$ cat config.mk
export PLATFORM = sky130hd
export DESIGN_NAME = wbit_univ_shiftreg
export DESIGN_NICKNAME = d
export VERILOG_FILES = /design/src/rtl/shreg_pkg.sv /design/src/rtl/shreg_step.sv /design/src/rtl/wbit_univ_shiftreg.sv
export SDC_FILE = /design/constraint.sdc
export NUM_CORES = 1
export LEC_CHECK = 0
export BUFFER_PORTS_ARGS = -buffer_cell sky130_fd_sc_hd__clkbuf_2
export CAP_MARGIN = 25
export CORE_UTILIZATION = 55
export CTS_CLUSTER_SIZE = 20
export DETAILED_ROUTE_END_ITERATION = 7
export GPL_TIMING_DRIVEN = 0
export PLACE_DENSITY = 0.94
export RECOVER_POWER = 25
export SLEW_MARGIN = 20
export SYNTH_ARGS = -nofsm -noshare
export SYNTH_HDL_FRONTEND = slang
export SYNTH_SLANG_ARGS = --single-unit
$ cat constraint.sdc
create_clock -name CLK -period 3.78 [get_ports CLK]
set_input_delay 0.189 -clock CLK [delete_from_list [all_inputs] [get_ports CLK]]
set_output_delay 0.189 -clock CLK [all_outputs]
set_load 0.05 [all_outputs]
$ cat src/rtl/shreg_pkg.sv
// Shared mode encodings, FSM states and mode classification for the shift register.
// Rotates exist only when SHREG_ROTATE_EN is defined.
package shreg_pkg;

    localparam logic [2:0] MODE_HOLD = 3'b000;
    localparam logic [2:0] MODE_LOAD = 3'b001;
    localparam logic [2:0] MODE_SHL  = 3'b010;
    localparam logic [2:0] MODE_SHR  = 3'b011;
    localparam logic [2:0] MODE_ASR  = 3'b100;
    localparam logic [2:0] MODE_ROL  = 3'b101;
    localparam logic [2:0] MODE_ROR  = 3'b110;
    localparam logic [2:0] MODE_RSVD = 3'b111;

    typedef enum logic [1:0] {
        IDLE = 2'd0,
        RUN  = 2'd1,
        FIN  = 2'd2
    } state_e;

    // Modes that may be repeated over several cycles by a START request.
    function automatic logic mode_is_multi(input logic [2:0] m);
        logic r;
        r = (m == MODE_SHL) || (m == MODE_SHR) || (m == MODE_ASR);
`ifdef SHREG_ROTATE_EN
        r = r || (m == MODE_ROL) || (m == MODE_ROR);
`endif
        return r;
    endfunction

endpackage

$ cat src/rtl/shreg_step.sv
// One combinational shift/rotate step; LOAD, HOLD and reserved codes pass the value through.
// Rotate arms are present only when SHREG_ROTATE_EN is defined.
module shreg_step
    import shreg_pkg::*;
#(
    parameter int W = 8
) (
    input  logic [W-1:0] cur,
    input  logic [2:0]   mode,
    input  logic         sir,
    input  logic         sil,
    output logic [W-1:0] nxt
);

    always_comb begin
        nxt = cur;
        case (mode)
            MODE_SHL: nxt = {cur[W-2:0], sir};
            MODE_SHR: nxt = {sil, cur[W-1:1]};
            MODE_ASR: nxt = {cur[W-1], cur[W-1:1]};
`ifdef SHREG_ROTATE_EN
            MODE_ROL: nxt = {cur[W-2:0], cur[W-1]};
            MODE_ROR: nxt = {cur[0], cur[W-1:1]};
`endif
            default:  nxt = cur;
        endcase
    end

endmodule

$ cat src/rtl/wbit_univ_shiftreg.sv
// W-bit universal shift register with immediate single steps and counted multi-step runs.
// Define SHREG_ROTATE_EN to enable the ROL/ROR modes.
module wbit_univ_shiftreg
    import shreg_pkg::*;
#(
    parameter int W  = 8,
    parameter int AW = 4
) (
    input  logic          CLK,
    input  logic          RES_N,
    input  logic [2:0]    MODE,
    input  logic [W-1:0]  IN_A,
    input  logic          SIR,
    input  logic          SIL,
    input  logic          START,
    input  logic [AW-1:0] AMT,
    output logic [W-1:0]  OUT,
    output logic          SOL,
    output logic          SOR,
    output logic          BUSY,
    output logic          DONE
);

    localparam logic [AW-1:0] CNT_ONE = {{(AW-1){1'b0}}, 1'b1};

    state_e        state_q, state_d;
    logic [2:0]    mode_q, mode_d;
    logic [AW-1:0] cnt_q, cnt_d;
    logic [W-1:0]  out_q, out_d;
    logic [2:0]    step_mode;
    logic [W-1:0]  step_nxt;

    // One stepper serves both paths; RUN uses the latched mode.
    assign step_mode = (state_q == RUN) ? mode_q : MODE;

    shreg_step #(.W(W)) u_step (
        .cur  (out_q),
        .mode (step_mode),
        .sir  (SIR),
        .sil  (SIL),
        .nxt  (step_nxt)
    );

    always_comb begin
        state_d = state_q;
        mode_d  = mode_q;
        cnt_d   = cnt_q;
        out_d   = out_q;
        case (state_q)
            IDLE: begin
                if (START) begin
                    if (MODE == MODE_LOAD) begin
                        out_d   = IN_A;
                        state_d = FIN;
                    end else if (mode_is_multi(MODE) && (AMT != '0)) begin
                        mode_d  = MODE;
                        cnt_d   = AMT;
                        state_d = RUN;
                    end else begin
                        state_d = FIN;
                    end
                end else if (MODE == MODE_LOAD) begin
                    out_d = IN_A;
                end else begin
                    out_d = step_nxt;
                end
            end
            RUN: begin
                out_d = step_nxt;
                cnt_d = cnt_q - CNT_ONE;
                if (cnt_q == CNT_ONE) begin
                    state_d = FIN;
                end
            end
            FIN: begin
                state_d = IDLE;
            end
            default: begin
                state_d = IDLE;
            end
        endcase
    end

    always_ff @(posedge CLK or negedge RES_N) begin
        if (!RES_N) begin
            state_q <= IDLE;
            mode_q  <= MODE_HOLD;
            cnt_q   <= '0;
            out_q   <= '0;
        end else begin
            state_q <= state_d;
            mode_q  <= mode_d;
            cnt_q   <= cnt_d;
            out_q   <= out_d;
        end
    end

    assign OUT  = out_q;
    assign SOL  = out_q[W-1];
    assign SOR  = out_q[0];
    assign BUSY = (state_q == RUN);
    assign DONE = (state_q == FIN);

endmodule

# Word level (Yosys, flattened, before mapping)
# Cells that the tools add are included.
# word_totals
regBits	17
latchBits	0
ram_bits	0
mem_bits_ro	0
input_bits	20
output_inout_bits	12
elab_cells	46
n_memories	0
# classes
n_addsub	1
multipliers	0
div_mod_pow	0
n_lt_le_gt_ge	0
eq_ne	15
n_shift	0
mux	15
bitwise	1
reduce_logical	10
# ops
operator	count
$mux W8	3
$pmux W8 S3	1
$pmux W8 S2	1
$eq A3 B2 Y1 const B	4
$mux W4	3
$mux W2	4
$pmux W4 S2	1
$reduce_and A4 Y1	2
$eq A3 B3 Y1 const B	2
$ne A2 B2 Y1 const B	3
$eq A4 B1 Y1 const B	1
$pmux W2 S2	1
$reduce_and A2 Y1	2
$reduce_bool A4 Y1	1
$sub A4 B1 Y4 const B	1
$eq A3 B1 Y1 const B	1
$mux W3	1
$ne A3 B3 Y1 const B	1
$eq A2 B1 Y1 const B	1
$eq A2 B2 Y1 const B	1
$logic_not A2 Y1	1
$logic_or A1 B1 Y1	2
$ne A2 B1 Y1 const B	1
$reduce_bool A2 Y1	1
other kinds (2)	2

# Longest topological paths before layout
# depth
ltp_word	8
depth_mapped	8
mapped_depth_nobuf	6

# Hierarchy
# From an unflattened synthesis, not the netlist that was laid out.
# unflattened
cells_unflattened	148
hier_area_um2	1342.5
# by_module_without_submodules
mod	n_inst	cells_each	area_per_inst_um2	seq_area_each_um2
wbit_univ_shiftreg	1	96	943.4	425.4
shreg_step	1	52	399.1	0.0

# Worst setup path before layout
# OpenSTA, ideal clock, no wires.
# synth_timing
kind	flip-flop to flip-flop
startpoint	register state_q[1]
endpoint	register out_q[6], in the netlist OUT[6]
setup_time_ns	0.090
t_arrival_ns	1.618
required_ns	3.690
setup_slack_ns	2.071
path_stages_with_launch	8
path_buffers	1
synth_period_minus_slack_ns	1.709
cell_sequence	dfrtp_1 nand2b_2 buf_6 inv_4 mux2i_1 mux2i_1 nand2_1 o221ai_1
# synth_between
elab_chain_len	7
elab_cells_between_ends	13
cone_classes	eq/ne: 5; mux: 5; reduce/logical: 3
# synth_lines
item	line	source
start, declared	wbit_univ_shiftreg.sv:26	state_e state_q, state_d;
start signal, assigned	wbit_univ_shiftreg.sv:91	state_q <= state_d;
$eq A2 B1 Y1 *	n/a	
named net BUSY	wbit_univ_shiftreg.sv:20	output logic BUSY,
$mux W3	wbit_univ_shiftreg.sv:34	assign step_mode = (state_q == RUN) ? mode_q : MODE;
$eq A3 B3 Y1 / $eq A3 B2 Y1 (equally long branches)	shreg_step.sv:17	case (mode)
$pmux W8 S3	shreg_step.sv:17	
$mux W8	wbit_univ_shiftreg.sv:62	end else if (MODE == MODE_LOAD) begin
$mux W8	wbit_univ_shiftreg.sv:51	if (START) begin
$pmux W8 S2	wbit_univ_shiftreg.sv:49	case (state_q)
end signal, assigned	wbit_univ_shiftreg.sv:94	out_q <= out_d;
end, declared	wbit_univ_shiftreg.sv:29	logic [W-1:0] out_q, out_d;
# The timed path passes the listed nets; every way through them passes the cells marked *.
# A chain may end at the register's enable or synchronous reset.

# Worst setup path in the final report
# layout_timing
startpoint	register state_q[0]
endpoint	register out_q[6], in the netlist OUT[6]
# layout_between
elab_chain_len	7
elab_cells_between_ends	13
cone_classes	eq/ne: 5; mux: 5; reduce/logical: 3
# layout_lines
item	line
$eq A2 B1 Y1	wbit_univ_shiftreg.sv:34, wbit_univ_shiftreg.sv:49
$mux W3	wbit_univ_shiftreg.sv:34
$eq A3 B3 Y1 / $eq A3 B2 Y1 (equally long branches)	shreg_step.sv:17
$pmux W8 S3	shreg_step.sv:17
$mux W8	wbit_univ_shiftreg.sv:62
$mux W8	wbit_univ_shiftreg.sv:51
$pmux W8 S2	wbit_univ_shiftreg.sv:49
# Several ways; a longest one is shown, not always the timed one.

==> impl_metrics.csv <==
group,metric,value,unit
cts,clk_latency,0.29,ns
sta,tns,0,ns
sta,slew_headroom,35.9,%
synth,ys.flop_type,"dfrtp_1",
setup_path,worst-path-buf-inv,3,
sta,worstMarginPinSlew,0.961,ns
floorplanning,design.core.area,2040,sq um
setup_path,cp-end-kind,"flip-flop",
global_route,grt_max_degree,18,
sta,setup_violations,0,
setup_path,ff2ff_setup_slack,1.94,ns
floorplanning,die_y,49.5,microns
setup_path,path_class,"flip-flop to flip-flop",
cts,numCtsBuffers,3,
finish,utilization,71.7,%
setup_path,rr_endpoint,"OUT[6]$_DFFE_PN0P_",
synth,synth_top_area_share,34.3,%
global_route,track_usage,27.1,%
setup_path,cp_top_family,"multiplexers",
floorplanning,start_util,60.7,%
synth,netlist_top_cells_area,"dfrtp_1 (34%), o21ai_0 (7.3%), mux2i_1 (6.5%)",
sta,fmax,543,MHz
drt,wl,3080,microns
drt,wl_per_cell,15.9,microns
cts,post-cts-setup-buffer-count,0,
pwr,peakVddDrop,0.523,mV
cts,numClockSinks,17,
synth,synth-seq-cells,17,
floorplanning,dieArea,2450,sq um
setup_path,critPathLaunchType,"flip-flop",
min_path,min_path_type,"input pin to flip-flop",
setup_path,path_cells,"buf_6 -> nand2b_2 -> buf_6 -> inv_4 -> mux2i_1 -> mux2i_1 -> nand2_1 -> o221ai_1",
sta,clock_skew,0.00160,ns
cts,hold_buffers,1,
sta,period_needed,1.84,ns
global_route,grt_pass1_vias,1211,
drt,via_per_inst,6.48,
finish,final-instance-count-excl-fill,193,
drt,firstDrtPassIters,5,
synth,synth.distinct_cells,41,
finish,nets,189,
cts,cts_root_buffer,"clkbuf_4",
synth,syn-cell-area,1240,sq um
synth,synth_edf_count,0,
sta,rsz0062_at_grt,"no",
synth,yosys-top-cells-count,"o21ai_0 (18), dfrtp_1 (17), a21oi_1 (9)",
setup_path,critical_path.max_fanout,10,
finish,diodes,0,
pwr,power,1.24,mW
sta,finalHoldViolations,0,
finish,area_growth,18.1,%
sta,post-route-period-util,48.7,%
drt,antenna_left,0,
setup_path,slowest_delay,0.36,ns
global_route,overflow,0,
outcome,status,"finished, final reports clean",
finish,regArea,425,sq um
synth,ys_seq_area_share,34.3,%
synth,netlist_instances,130,
drt,remaining_drc_errors,0,
sta,drv_slew,0,
setup_path,r2r_cells,8,
cts,clockBufferDepth,2,
drt,num_vias,1251,
setup_path,worstReg2RegStart,"state_q[0]$_DFFE_PN0P_",
finish,drive_gt1_share,28.9,%
synth,synth_area_per_cell,9.54,sq um
cts,cts_tree,"yes",
synth,synth_async_sr_flop_share,100,%
setup_path,arrival,2.05,ns
finish,nFillCells,158,
synth,ys_warn_count,0,
pwr,p_per_area,848,nW/um^2
setup_path,cp_num_cells,8,
placed_design,portBuffers,31,
job,drv_cap,0,
cts,clk_pin_slew,0.11,ns
floorplanning,dieWidth,49.5,microns
pwr,leakage,0.633,nW
setup_path,crit_end,"OUT[6]$_DFFE_PN0P_",
setup_path,crit_required,3.99,ns
synth,synth_area_leader_cell,"dfrtp_1",
synth,yosysMostFrequentCell,"o21ai_0",
setup_path,crit_start,"state_q[0]$_DFFE_PN0P_",
finish,multi_input_area,717,sq um
global_route,grt_pass1_wl,5110,microns
global_route,antenna_found_initial,0,
floorplanning,rows,16,
placed_design,gp_congestion,0.873,
cts,cts_resized,0,
floorplanning,ioPinCount,32,
placed_design,dp.cells,188,
synth,synthesis.nets,152,
drt,drt-initial-drc-count,74,
placed_design,dp_hpwl,2280,microns
setup_path,cp_slowest_cell,"dfrtp_1",
cts,htreeDepth,1,
## worst register-to-register path, delay by kind of cell (launching register included)
family                 cells  cell delay (ns)
muxes                      2             0.53
buffers and inverters      3             0.37
DFF                        1             0.36
and+or+nand+nor            2             0.26
AOI/OAI and AO/OA          1             0.24
## layer usage
| layer | GRT usage (%) | routed length [microns] | part of all wire [%] | vias to the layer above |
|---|---|---|---|---|
| met1 | 31.7 | 1240 | 40 | 619 |
| met3 | 6.79 | 206 | 6.7 | 6 |
| met2 | 48.9 | 1590 | 52 | 60 |
| met5 | 0 | 0 | 0 | - |
| li1 | - | - | - | 566 |
| met4 | 7.14 | 40 | 1.3 | 0 |
## final cells by class
type	count	share of cell area, %
Tap cell	27	2.31
Timing Repair Buffer	32	11.2
Sequential cell	17	29.1
Buffer	8	4.44
Inverter	8	2.22
Multi-Input combinational cell	97	49.0
Clock buffer	4	1.79
## power by group
group          leakage (nW)  switching, mW  internal (mW)
Clock                0.0150         0.0621         0.0411
Combinational         0.424          0.505          0.275
Sequential            0.194         0.0897          0.268
## worst min path at each step
| stage | startpoint | to | slack (ns) | depth (start not counted) |
|---|---|---|---|---|
| 2_1_floorplan | RES_N | OUT[0]$_DFFE_PN0P_ | -0.11 | 0 |
| 3_3_place_gp | RES_N | cnt_q[2]$_DFFE_PN0P_ | 0.15 | 1 |
| 3_5_place_dp | RES_N | state_q[0]$_DFFE_PN0P_ | 0.15 | 1 |
| 4_1_cts | IN_A[7] | OUT[7]$_DFFE_PN0P_ | 0.13 | 3 |
| 5_1_grt | MODE[2] | mode_q[1]$_DFFE_PN0P_ | 0.16 | 2 |
| 6_report | IN_A[7] | OUT[7]$_DFFE_PN0P_ | 0.13 | 3 |
## placed cells by master (no fill, tap or decap), drive strengths merged, types with 2 or more instances in the layout
| cell type | Yosys | layout |
|---|---|---|
| a21oi | 10 | 10 |
| a32o | 2 | 2 |
| buf | 7 | 7 |
| clkbuf | 1 | 36 |
| dfrtp | 17 | 17 |
| ha | 2 | 2 |
| inv | 8 | 8 |
| mux2i | 8 | 8 |
| nand2 | 5 | 5 |
| nand2b | 3 | 3 |
| nand3 | 8 | 8 |
| nor2 | 2 | 2 |
| nor2b | 2 | 2 |
| nor3b | 4 | 4 |
| o21ai | 20 | 20 |
| o221ai | 8 | 8 |
| o2bb2ai | 7 | 7 |
## logic make-up after synthesis
group,after synthesis,share of synthesized area [%]
and+or+nand+nor,31,17.7
adders and majority gates,2,2.02
AOI/OAI and AO/OA,54,29.8
buffers and inverters,16,7.87
DFF,17,34.3
xor gates and xnor gates,1,0.706
muxes,9,7.67
## per-stage QoR
| stage | setup WS, ns | hold WS (ns) | instance area, sq um |
|---|---|---|---|
| after global placement | 2.02 | 0.149 | 1430 |
| after detailed placement | 1.97 | 0.152 | 1430 |
| after global routing | 1.79 | 0.162 | 1460 |
| final | 1.94 | 0.128 | 1460 |
| after floorplan | 2.07 | -0.107 | 1240 |
| after CTS | 1.94 | 0.131 | 1470 |
## sequential cells by signal (all words and copies together) (netlist names)
register  cells
state_q       2
cnt_q         4
mode_q        3
OUT           8
No activity file was read; power rests on OpenSTA's default activity.
